[src/rtl/db_pair_fsm_pkg.sv]
// db_pair_fsm_pkg: shared types and defaults for the two-channel debouncer.
//   N_DEF      default tick counter width (sample period 2^N_DEF clk cycles)
//   db_state_e 3-bit per-channel filter state encoding
//   db_level   Moore level decode of a filter state
package db_pair_fsm_pkg;

  localparam int N_DEF = 19;

  typedef enum logic [2:0] {
    ZERO    = 3'd0,
    WAIT1_1 = 3'd1,
    WAIT1_2 = 3'd2,
    WAIT1_3 = 3'd3,
    ONE     = 3'd4,
    WAIT0_1 = 3'd5,
    WAIT0_2 = 3'd6,
    WAIT0_3 = 3'd7
  } db_state_e;

  // Output is high once the input has been accepted as 1, and stays high
  // while a falling edge is still being qualified.
  function automatic logic db_level(db_state_e st);
    return (st == ONE) || (st == WAIT0_1) || (st == WAIT0_2) || (st == WAIT0_3);
  endfunction

endpackage

[src/rtl/db_pair_fsm_if.sv]
// db_pair_fsm_if: switch-side bundle of the debouncer.
//   sw_a, sw_b     raw switch inputs (driven by master)
//   a, b           debounced levels (driven by slave)
//   a_tick, b_tick one-cycle rising-edge pulses (driven by slave)
interface db_pair_fsm_if;
  logic sw_a;
  logic sw_b;
  logic a;
  logic b;
  logic a_tick;
  logic b_tick;

  modport master (output sw_a, sw_b, input a, b, a_tick, b_tick);
  modport slave  (input sw_a, sw_b, output a, b, a_tick, b_tick);
endinterface

[src/rtl/db_pair_fsm_channel.sv]
// db_channel: one debounce channel.
//   clk, reset  clock, async active-high reset
//   sw          raw switch input (asynchronous)
//   m_tick      shared sample strobe, one cycle every 2^N clocks
//   lvl         debounced level
//   tick        one-cycle pulse aligned with the first cycle of lvl=1 after
//               a full 0->1 acceptance (only when DB_EDGE_TICK_EN is defined,
//               otherwise constant 0)
module db_channel
  import db_pair_fsm_pkg::*;
(
  input  logic clk,
  input  logic reset,
  input  logic sw,
  input  logic m_tick,
  output logic lvl,
  output logic tick
);

  logic [1:0] sync;
  logic       s;
  db_state_e  state;

  assign s = sync[1];

  always_ff @(posedge clk or posedge reset) begin
    if (reset) begin
      sync  <= '0;
      state <= ZERO;
    end else begin
      sync <= {sync[0], sw};
      case (state)
        ZERO:    if (s) state <= WAIT1_1;
        // opposite level beats the sample strobe and restarts the filter
        WAIT1_1: if (!s) state <= ZERO; else if (m_tick) state <= WAIT1_2;
        WAIT1_2: if (!s) state <= ZERO; else if (m_tick) state <= WAIT1_3;
        WAIT1_3: if (!s) state <= ZERO; else if (m_tick) state <= ONE;
        ONE:     if (!s) state <= WAIT0_1;
        WAIT0_1: if (s) state <= ONE; else if (m_tick) state <= WAIT0_2;
        WAIT0_2: if (s) state <= ONE; else if (m_tick) state <= WAIT0_3;
        WAIT0_3: if (s) state <= ONE; else if (m_tick) state <= ZERO;
        default: state <= ZERO;
      endcase
    end
  end

  assign lvl = db_level(state);

`ifdef DB_EDGE_TICK_EN
  // Registered copy of the WAIT1_3 -> ONE condition, so it lands in the
  // same cycle lvl first reads 1. WAIT0_k -> ONE recovery does not count.
  logic tick_q;

  always_ff @(posedge clk or posedge reset) begin
    if (reset) tick_q <= 1'b0;
    else       tick_q <= (state == WAIT1_3) && s && m_tick;
  end

  assign tick = tick_q;
`else
  assign tick = 1'b0;
`endif

endmodule

[src/rtl/db_pair_fsm.sv]
// db_pair_fsm: two-channel switch debouncer feeding a downstream a/b FSM.
//   Parameter N  tick counter width; sample period 2^N clk cycles.
//   clk, reset   clock, async active-high reset (clears every register)
//   bus          db_pair_fsm_if.slave: sw_a/sw_b in, a/b and a_tick/b_tick out
// Optional feature macro: DB_EDGE_TICK_EN enables the rising-edge ticks;
// without it a_tick/b_tick are tied low and the port list is unchanged.
module db_pair_fsm
  import db_pair_fsm_pkg::*;
#(
  parameter int N = N_DEF
) (
  input  logic          clk,
  input  logic          reset,
  db_pair_fsm_if.slave  bus
);

  localparam int NUM_CH = 2;

  logic [N-1:0]        cnt;
  logic                m_tick;
  logic [NUM_CH-1:0]   sw;
  logic [NUM_CH-1:0]   lvl;
  logic [NUM_CH-1:0]   tck;

  // Free-running, shared by both channels; strobe on the all-ones count.
  always_ff @(posedge clk or posedge reset) begin
    if (reset) cnt <= '0;
    else       cnt <= cnt + 1'b1;
  end

  assign m_tick = &cnt;

  assign sw = {bus.sw_b, bus.sw_a};

  for (genvar g = 0; g < NUM_CH; g++) begin : g_ch
    db_channel u_ch (
      .clk    (clk),
      .reset  (reset),
      .sw     (sw[g]),
      .m_tick (m_tick),
      .lvl    (lvl[g]),
      .tick   (tck[g])
    );
  end

  assign bus.a      = lvl[0];
  assign bus.b      = lvl[1];
  assign bus.a_tick = tck[0];
  assign bus.b_tick = tck[1];

endmodule
[src/flat_wrapper.sv]
// flat-port wrapper written by rule: the top's interface ports become plain ports
module db_pair_fsm_flat import db_pair_fsm_pkg::*;
#(
  parameter int N = N_DEF
)
  (clk, reset, bus_sw_a, bus_sw_b, bus_a, bus_b, bus_a_tick, bus_b_tick);
  db_pair_fsm_if bus_i ();
  input  logic clk;
  input  logic reset;
  input wire logic [$bits(bus_i.sw_a)-1:0] bus_sw_a;
  input wire logic [$bits(bus_i.sw_b)-1:0] bus_sw_b;
  output wire logic [$bits(bus_i.a)-1:0] bus_a;
  output wire logic [$bits(bus_i.b)-1:0] bus_b;
  output wire logic [$bits(bus_i.a_tick)-1:0] bus_a_tick;
  output wire logic [$bits(bus_i.b_tick)-1:0] bus_b_tick;
  assign bus_i.sw_a = bus_sw_a;
  assign bus_i.sw_b = bus_sw_b;
  assign bus_a = bus_i.a;
  assign bus_b = bus_i.b;
  assign bus_a_tick = bus_i.a_tick;
  assign bus_b_tick = bus_i.b_tick;
  db_pair_fsm #(.N(N)) u_core (.clk(clk), .reset(reset), .bus(bus_i));
endmodule
[config.mk]
export PLATFORM = sky130hd
export DESIGN_NAME = db_pair_fsm_flat
export DESIGN_NICKNAME = d
export VERILOG_FILES = /design/src/rtl/db_pair_fsm_pkg.sv /design/src/rtl/db_pair_fsm_if.sv /design/src/rtl/db_pair_fsm_channel.sv /design/src/rtl/db_pair_fsm.sv /design/src/flat_wrapper.sv
export SDC_FILE = /design/constraint.sdc
export NUM_CORES = 1
export LEC_CHECK = 0
export BUFFER_PORTS_ARGS = -buffer_cell sky130_fd_sc_hd__buf_2
export CORE_ASPECT_RATIO = 2
export CORE_MARGIN = 4
export CORE_UTILIZATION = 45
export DETAILED_ROUTE_END_ITERATION = 10
export HOLD_SLACK_MARGIN = 0.06
export PLACE_DENSITY_LB_ADDON = 0.2
export SLEW_MARGIN = 20
export SYNTH_ARGS = -nofsm -noshare
export SYNTH_HDL_FRONTEND = slang
export SYNTH_SLANG_ARGS = --single-unit
[constraint.sdc]
create_clock -name clk -period 3.55 [get_ports clk]
set_input_delay 0.355 -clock clk [delete_from_list [all_inputs] [get_ports clk]]
set_output_delay 0.355 -clock clk [all_outputs]
set_load 0.02 [all_outputs]
==> flow_summary.toml <==
[floorplan]
die_area_mm2 = 0.00374
boundaryPins = 8
chipHeight_um = 82.6
die_w_um = 45.3
initial_utilization = 0.481
core_area_mm2 = 0.00260
fp-row-count = 26

[sta]
finalHoldViolations = 0
slew_violations = 0
hold_ws_ns = 0.133
finalCritPeriodShare = 0.500
rsz0062_at_grt = "false"
max_slew_margin = 0.605
skew_ns = 0.00741
tns_ns = 0
fmax_mhz = 563
worst_pin_slew_ns = 0.591
fin_crit_ns = 1.78
setup_violations = 0

[critical_path]
r2r-end = "u_core.g_ch[1].u_ch.state[2]"
crit_family = "simple AND/OR/NAND/NOR gates"
cpMaxStageDelayCell = "dfrtp_1"
worstPathMaxFanout = 7
cp.required_ns = 3.71
crit_buf_inv = 0
path_cells = "ha_1 -> nand3_1 -> nor4_4 -> nand4_1 -> mux2_1"
timing.reg2reg.setup_slack_ns = 1.77
crit_path_end_kind = "flip-flop"
crit_path_start = "u_core.cnt[0]"
critical_path_arrival_ns = 1.94
reg2regPathDepth = 5
start_kind = "flip-flop"
slowest_delay_ns = 0.39
crit_type = "flip-flop to flip-flop"
rr_startpoint = "u_core.cnt[0]"

[clock_network]
clock-root-buffer = "clkbuf_8"
clkSlewWorstSetupHoldPaths_ns = 0.06
cts_setup_buffers = 0
cts_resized = 0
h-tree-depth = 2
insertion_delay_ns = 0.28
clockBufferDepth = 2
cts.sinks = 29
numCtsBuffers = 5
cts_tree = "built"
ctsHoldBuffers = 0

[synth]
ys_seq_elements = 29
yosys.cell_types.count = 27
synth_top_area_share = 0.580
synth_compound_area_frac = 0.0380
syn-cell-area_mm2 = 0.00125
synth.largest_area_cell = "dfrtp_1"
yosysWarnings = 0
yosys.area_share.simple = 0.179
synth_xor_area_frac = 0.133
synth_area_per_cell_um2 = 11.8
synth_fa_ha_area_frac = 0.0100
synth_top_family_by_area = "simple AND/OR/NAND/NOR gates"
yosysSeqAreaShare = 0.580
muxShareOfSynthArea = 0.0180
yosys-top-cells-area = "dfrtp_1 (58%), xnor2_1 (9.8%), nand4_1 (4.5%)"
syn_inst = 106

[routing]
vias_per_cell = 5.41
drc = 0
firstDrtPassIters = 4
routed_wl_um = 2020
via_count = 773
wl_per_cell_um = 14.1
drt_iter0_markers = 10
drtAntennaViolNets = 0

[power_and_ir_drop]
intPower_mw = 0.490
ir_worst_vdd_v = 0.000257
power.total_mw = 0.616
power.leakage_nw = 0.637
p_clk_frac = 0.433
switching_share = 0.204
power_frac_seq = 0.546
power_density_mw_per_mm2 = 447
p_switching_mw = 0.126
combPwrFrac = 0.021

[placed_design]
io_buffers = 5
hpwl_um = 1470
place_congestion = 0.792
dpl.cell_count = 136

[final_layout]
nFillCells = 234
final_core_util = 0.530
final_nets = 120
drive_gt1_frac = 0.157
num_antenna_cells = 0
seqCellArea_um2 = 726
layout.cells.non_filler = 143
multi_input_area_um2 = 480
area_growth_pct = 10.2

[hold_path]
min_path_type = "input pin to asynchronous set/reset pin"

[global_routing]
grt_usage = 0.141
grt_pass1_vias = 813
antenna_found_initial = 0
grt_pass1_wl_um = 3620
grt_start_max_net_pins = 30
overflow = 0

[status]
status = "finished, final reports clean"

[job]
drv_cap = 0
logic make-up after synthesis:
group,count (synthesis)
AO/OA/AOI/OAI,7
XOR/XNOR,19
adder cells (fa/ha/maj),1
buffers and inverters,11
flip-flops,29
multiplexers,2
other,1
AND/OR/NAND/NOR,36
layout by cell type, fill, tap and decap left out, drive strengths merged:
cell type and n:
o21ai 1, nor4 2, dfrtp 29, or3 1, nand3 5, nor3 2
inv 7, ha 1, a31oi 1, nand4 10, a21oi 2, a31o 2
nor2 6, xnor2 14, a311oi 1, or4 1, clkbuf 7, and4 1
nand4b 1, mux2 2, xor2 5, nand2 7, conb 2, buf 5
power groups by stage:
stage	Combinational (mW)	Clock [mW]	Sequential, mW
after floorplan	0.0113	0	0.342
after global placement	0.0131	0	0.342
after detailed placement	0.0133	0	0.342
after CTS	0.0134	0.277	0.337
after global routing	0.0152	0.291	0.337
final	0.0130	0.267	0.337
final cells by class:
class,instances,share of cell area
Multi-Input combinational cell,67,0.348
Tap cell,28,0.0254
Inverter,7,0.0191
Clock buffer,7,0.0626
Sequential cell,29,0.526
Timing Repair Buffer,5,0.0181
through the flow:
step / setup WS (ns) / cell area [µm²]
floorplan: 1.94 / 1250
global placement: 1.81 / 1290
detailed placement: 1.76 / 1290
CTS: 1.76 / 1380
global route: 1.57 / 1380
finish: 1.77 / 1380
cell usage after synthesis:
library cell   n
or4_1          1
nor2_1         5
conb_1         1
nand2_1        7
mux2_1         2
xor2_1         5
xnor2_1       14
clkbuf_1       2
buf_4          2
nor2_2         1
nor4_1         1
inv_1          7
a21oi_1        2
nor4_4         1
a31oi_1        1
nand4_1        9
or3_2          1
a311oi_1       1
ha_1           1
nand4_4        1
a31o_2         2
nand3_1        5
and4_1         1
nand4b_1       1
o21ai_0        1
dfrtp_1       29
nor3_1         2
registers in the layout (all words and copies together), names as in the netlist:
| name | cells |
|---|---|
| u_core.cnt | 19 |
| u_core.g_ch.u_ch.state | 6 |
| u_core.g_ch.u_ch.sync | 4 |
routing by layer:
layer,global-route usage,routed length [µm],vias to the layer above
met3,0.0586,74,6
li1,-,-,378
met5,0,0,-
met2,0.237,1100,8
met4,0.0880,68,0
met1,0.138,779,381
worst max-delay path by stage:
| stage | to | slack (ns) | cells past startpoint |
|---|---|---|---|
| detailed placement | u_core.g_ch[1].u_ch.state[2] | 1.76 | 5 |
| finish | u_core.g_ch[1].u_ch.state[2] | 1.77 | 5 |
| global route | u_core.g_ch[0].u_ch.state[2] | 1.57 | 5 |
| CTS | u_core.g_ch[0].u_ch.state[2] | 1.76 | 5 |
| global placement | u_core.cnt[16] | 1.81 | 5 |
| floorplan | u_core.g_ch[0].u_ch.state[2] | 1.94 | 5 |
Note: power is estimated with default switching activity, not from simulation.
